**src/rtl/kim_pkg.sv**
```systemverilog
// Shared types and widths for the KIM-1 bus arbitration slice.
package kim_pkg;

    localparam int unsigned KIM_AW = 16;
    localparam int unsigned KIM_DW = 8;

    typedef enum logic [1:0] {
        IDLE    = 2'd0,
        WAIT_RD = 2'd1,
        ACCESS  = 2'd2,
        CAPTURE = 2'd3
    } arb_state_t;

endpackage : kim_pkg

```
**src/rtl/kim_bus_arbiter.sv**
```systemverilog
// Lends the KIM-1 bus to a host debug/loader port for one byte at a time,
// stalling the 6502 via RDY only while it sits in a read cycle.
module kim_bus_arbiter
    import kim_pkg::*;
#(
    parameter int unsigned WAIT_LIMIT = 8,
    parameter int unsigned WAIT_W     = 4
) (
    input  logic              clk,
    input  logic              reset,
    input  logic [KIM_AW-1:0] cpu_ab,
    input  logic [KIM_DW-1:0] cpu_do,
    input  logic              cpu_we,
    output logic              cpu_rdy,
    input  logic              host_req,
    input  logic              host_we,
    input  logic [KIM_AW-1:0] host_addr,
    input  logic [KIM_DW-1:0] host_wdata,
    output logic              host_ack,
    output logic              host_err,
    output logic [KIM_DW-1:0] host_rdata,
    output logic [KIM_AW-1:0] ab,
    output logic [KIM_DW-1:0] bus_do,
    output logic              we,
    input  logic [KIM_DW-1:0] di,
    output logic              host_owns
);

    localparam logic [WAIT_W-1:0] WAIT_LAST = WAIT_W'(WAIT_LIMIT - 1);

    arb_state_t        state_q, state_d;
    logic [WAIT_W-1:0] cnt_q, cnt_d;
    logic [KIM_AW-1:0] addr_q, addr_d;
    logic [KIM_DW-1:0] wdata_q, wdata_d;
    logic              hwe_q, hwe_d;
    logic              rdy_d, ack_d, err_d, owns_d;
    logic [KIM_DW-1:0] rdata_d;

    // Bus mux: host cycle only while host_owns, CPU pass-through otherwise.
    assign ab     = host_owns ? addr_q  : cpu_ab;
    assign bus_do = host_owns ? wdata_q : cpu_do;
    assign we     = host_owns ? hwe_q   : cpu_we;

    // Next-state and next registered-output logic.
    always_comb begin
        state_d = state_q;
        cnt_d   = cnt_q;
        addr_d  = addr_q;
        wdata_d = wdata_q;
        hwe_d   = hwe_q;
        rdy_d   = 1'b1;
        ack_d   = 1'b0;
        err_d   = 1'b0;
        owns_d  = 1'b0;
        rdata_d = host_rdata;
        case (state_q)
            IDLE: begin
                if (host_req) begin
                    addr_d  = host_addr;
                    wdata_d = host_wdata;
                    hwe_d   = host_we;
                    cnt_d   = '0;
                    state_d = WAIT_RD;
                end
            end
            WAIT_RD: begin
                // A read cycle can be stretched by RDY; writes cannot.
                if (!cpu_we) begin
                    rdy_d   = 1'b0;
                    owns_d  = 1'b1;
                    state_d = ACCESS;
                end else if (cnt_q == WAIT_LAST) begin
                    ack_d   = 1'b1;
                    err_d   = 1'b1;
                    state_d = IDLE;
                end else begin
                    cnt_d = cnt_q + WAIT_W'(1);
                end
            end
            ACCESS: begin
                rdy_d   = 1'b0;
                state_d = CAPTURE;
            end
            CAPTURE: begin
                // Memory output now reflects the host address; the CPU
                // address is being re-read for the resuming CPU.
                if (!hwe_q) begin
                    rdata_d = di;
                end
                ack_d   = 1'b1;
                state_d = IDLE;
            end
            default: begin
                state_d = IDLE;
            end
        endcase
    end

    // State and output registers with synchronous active-low reset.
    always_ff @(posedge clk) begin
        if (!reset) begin
            state_q    <= IDLE;
            cnt_q      <= '0;
            addr_q     <= '0;
            wdata_q    <= '0;
            hwe_q      <= 1'b0;
            cpu_rdy    <= 1'b1;
            host_ack   <= 1'b0;
            host_err   <= 1'b0;
            host_rdata <= '0;
            host_owns  <= 1'b0;
        end else begin
            state_q    <= state_d;
            cnt_q      <= cnt_d;
            addr_q     <= addr_d;
            wdata_q    <= wdata_d;
            hwe_q      <= hwe_d;
            cpu_rdy    <= rdy_d;
            host_ack   <= ack_d;
            host_err   <= err_d;
            host_rdata <= rdata_d;
            host_owns  <= owns_d;
        end
    end

endmodule : kim_bus_arbiter

```
**config.mk**
```make
export PLATFORM = sky130hd
export DESIGN_NAME = kim_bus_arbiter
export DESIGN_NICKNAME = d
export VERILOG_FILES = /design/src/rtl/kim_pkg.sv /design/src/rtl/kim_bus_arbiter.sv
export SDC_FILE = /design/constraint.sdc
export NUM_CORES = 1
export LEC_CHECK = 0
export BUFFER_PORTS_ARGS = -buffer_cell sky130_fd_sc_hd__buf_2
export CAP_MARGIN = 20
export CORE_ASPECT_RATIO = 1.25
export CORE_MARGIN = 3
export CORE_UTILIZATION = 40
export DETAILED_ROUTE_END_ITERATION = 12
export PLACE_DENSITY_LB_ADDON = 0.25
export SYNTH_ARGS = -nofsm -noshare
export SYNTH_HDL_FRONTEND = slang
export SYNTH_SLANG_ARGS = --single-unit
```
**constraint.sdc**
```tcl
create_clock -name clk -period 1.4 [get_ports clk]
set_input_delay 0.07 -clock clk [delete_from_list [all_inputs] [get_ports clk]]
set_output_delay 0.07 -clock clk [all_outputs]
set_load 0.005 [all_outputs]
```
======== Word-level counts from Yosys, hierarchy flattened ========
Index checks and enable logic that the tools add are counted.
W data, S select, Z words.
storage, ports and cells
  input port bits ......................... 61
  register bits after elaboration ......... 43
operators by class
  multiplexer cells ....................... 17
  $add $sub $neg .......................... 1
  bitwise logic cells ..................... 1
  eq/ne operators ......................... 8
  reductions and logical operators ........ 7
operators by type and width
  operator               number
  $mux W16               1
  $mux W4                3
  $mux W8                1
  $pmux W2 S4            1
  $pmux W4 S2            1
  $reduce_and A2 Y1      4
  $mux W2                3
  $ne A2 B2 Y1 const B   3
  $mux W1                5
  $add A4 B1 Y4 const B  1
  $eq A2 B2 Y1 const B   2
  $eq A4 B3 Y1 const B   1
  $pmux W1 S2            2
  $reduce_and A4 Y1      1
  $ne A3 B3 Y1 const B   1
  $eq A2 B1 Y1 const B   1
  $logic_not A2 Y1       1
  $reduce_bool A2 Y1     1
  $not A1 Y1             1

======== Longest topological paths before layout ========
  depth in word-level cells ............... 4
  gate-level depth with buffers ........... 6

======== Least setup slack after synthesis ========
No wires, ideal clock.
  path kind ............................... flip-flop to flip-flop
  from .................................... register cnt_q[0]
  to ...................................... register cnt_q[1]
  period minus slack after synthesis ...... 1490 ps
  stages on the path, launching flop included .. 6
  path slack .............................. -90 ps
  required time ........................... 1330 ps
  setup time .............................. 70 ps
  buffers on the path ..................... 1
  arrival ................................. 1420 ps
  cell sequence ........................... dfxtp_1 > ha_1 > and3b_1 > buf_6 > or4b_1 > a21oi_1
between the ends
  cells in the longest elaborated chain, start to end .. 4
  elaborated cells between the ends (all ways) .. 7
RTL lines
  what                    line                    text
  start, declared         kim_bus_arbiter.sv:32   logic [WAIT_W-1:0] cnt_q, cnt_d;
  start signal, assigned  kim_bus_arbiter.sv:114  cnt_q <= cnt_d;
  $add A4 B1 Y4           kim_bus_arbiter.sv:77   cnt_d = cnt_q + WAIT_W'(1);
  $mux W4                 kim_bus_arbiter.sv:72   end else if (cnt_q == WAIT_LAST) begin
  $mux W4                 kim_bus_arbiter.sv:68   if (!cpu_we) begin
  $pmux W4 S2             kim_bus_arbiter.sv:56   case (state_q)
Parallel ways exist; a longest one is shown, timed or not. The select of a mux whose other input is x is not followed.
A chain may end at the register's enable or synchronous reset.

======== Worst setup path in the final report ========
  from .................................... register cnt_q[1]
  to ...................................... register cnt_q[1]
Same word-level chain as after synthesis.

==> results.toml <==
[global_route]
overflow = 0
grt_pass1_wl_um = 7245
antenna_found_initial = 0
grt_max_degree = 40
grt_pass1_vias = 1720
grt_usage = 0.1642

[setup_path]
cp-start-kind = "flip-flop"
worstPathRequired_ps = 1620
endpoint_kind = "flip-flop"
slowest_stage = "or4b_1"
arrival_ps = 1600
reg2reg_slack_ps = 20
crit_chain = "ha_2 > and3b_1 > or4b_1 > a21oi_2"
critPathTopFamily = "simple AND/OR/NAND/NOR gates"
max_stage_delay_ps = 490
path_max_fanout = 3
cp.buffers_inverters = 0
critPathKind = "flip-flop to flip-flop"

[timing]
clock_skew_ps = 5.891
drv_slew = 0
fin_ws_ps = 15.14
period_minus_slack_ps = 1385
fin_crit_sh = 0.9892
setup_viol = 0
slew_headroom = 0.7160
tns_ps = 0
rsz0062_at_grt = "true"
finalHoldViolCount = 0
tightestPinTransition_ps = 426.0
fmax_ghz = 0.7221
whs_ps = 6.300

[cells_and_area]
area_delta_synth_final_pct = 44.55
mostFrequentLayoutCell = "buf_2"
n_antenna_cell = 0
drive_above_1_share = 0.4720
fin_cells = 380
layout_common_cells = "buf_2, nand2_1, dfxtp_1"
final_cell_area_um2 = 2753
nets = 383
final_util = 0.6126

[drt]
final_antenna_net_count = 0
drt_iter0_drc = 80
drt_wl_total_um = 4680
vias = 1803
drc = 0
firstDrtPassIters = 4
avgRoutedWirePerCell_um = 12.32
viasPerCell = 4.745

[cts]
cts_buffer_depth = 2
clk_pin_slew_ps = 80
numCtsBuffers = 5
insertion_delay_ps = 290
cts.sinks = 43
cts_tree = "done"
h-tree-depth = 2
cts_root_buf = "clkbuf_8"

[pwr]
power_mw = 2.766
power_density_nw_per_um2 = 1005
p_leak_nw = 1.335
ir_worst_vdd_uv = 793.6

[floorplanning]
fp-row-count = 27
io_pins = 98
die_area_um2 = 5630
start_util = 0.4238
die_height_um = 83.15
coreArea_um2 = 4493
die_w_um = 67.72

[synth]
syn_inst = 211
yosysUniqueCellTypes = 30
ys_seq_area_frac = 0.4520
syn_area_per_cell_um2 = 9.025
synth_nets = 273
synth_ff_type = "dfxtp_1"
ys_ff_latch = 43
synth-edff-count = 0
syn_area_um2 = 1904
async_flop_share = 0
ys_warn_count = 0

[placed_design]
dp_cells = 363
gp_congestion = 0.7749
dp_slack_ps = 19.25
io_buffers = 97
placed_cell_area_um2 = 2491
dpl.hpwl_um = 3316

[status]
status = "finished, final reports clean"

[flow_run]
max_cap_violations = 0

[worst_hold_path]
hold_path_class = "input port to flip-flop"
final timing paths:
kind | from | endpoint | depth (start not counted)
min | di[2] | host_rdata[2] | 3
max | cnt_q[1] | cnt_q[1] | 4
max reg2reg | cnt_q[1] | cnt_q[1] | 4
min reg2reg | addr_q[14] | addr_q[14] | 2
sequential cells by signal, summed over array words and instances, names as in the netlist, named ones only:
name and flops:
addr_q 16, host_rdata 8, wdata_q 8, cnt_q 4, cpu_rdy 1, host_ack 1
host_err 1, host_owns 1, hwe_q 1, state_q 1
cell families (layout without fill, tap and decap cells):
group | Yosys count | after routing | share of synthesized area
buffers and inverters | 17 | 128 | 0.04993
adders and majority gates | 1 | 1 | 0.006569
DFF | 43 | 43 | 0.4520
and+or+nand+nor | 79 | 79 | 0.1932
AOI/OAI and AO/OA | 38 | 38 | 0.1084
muxes | 33 | 33 | 0.1899
worst min-delay path, stage by stage:
cell and delay (ps):
buf_2 70, mux2i_1 50, nor2_1 70
power breakdown:
part / switching (mW) / internal, mW
combinational: 0.203 / 0.261
sequential: 0.0357 / 1.28
clock: 0.407 / 0.577
total: 0.645 / 2.12
cell type report:
cell class | instances | area [um2]
Clock buffer | 6 | 82.58
Clock inverter | 2 | 35.03
Fill cell | 414 | 1740
Inverter | 1 | 3.754
Multi-Input combinational cell | 151 | 991.0
Sequential cell | 43 | 867.1
Tap cell | 58 | 72.57
Timing Repair Buffer | 119 | 700.7
what timing repair did:
| item | CTS | global route |
|---|---|---|
| hold buffers | 7 | 0 |
| pin swaps | 0 | 1 |
| buffers inserted | 1 | 0 |
| gates cloned | 1 | 0 |
| hold endpoints to repair | 7 | 0 |
| gates resized for setup | 4 | 9 |
| setup endpoints to repair | 24 | 14 |
cell usage after synthesis (2+ instances only):
| cell | number | area share |
|---|---|---|
| nand2_1 | 52 | 0.10 |
| dfxtp_1 | 43 | 0.45 |
| a21oi_1 | 30 | 0.079 |
| mux2_2 | 25 | 0.15 |
| nor2_1 | 11 | 0.022 |
| mux2i_1 | 8 | 0.042 |
| buf_2 | 7 | 0.018 |
| clkbuf_1 | 6 | 0.012 |
| buf_6 | 3 | 0.018 |
| nand2b_1 | 3 | 0.0099 |
| o211ai_1 | 3 | 0.012 |
| and3b_1 | 2 | 0.0092 |
per-layer routing:
metal,part of all wire,wire (um),GRT usage,vias up
met5,0,0,0,-
met4,0.0098,46,0.04982,0
met3,0.088,410,0.05142,4
met2,0.51,2377,0.2932,75
met1,0.39,1845,0.1773,793
li1,-,-,-,931
Note: power is estimated with default switching activity, not from simulation.
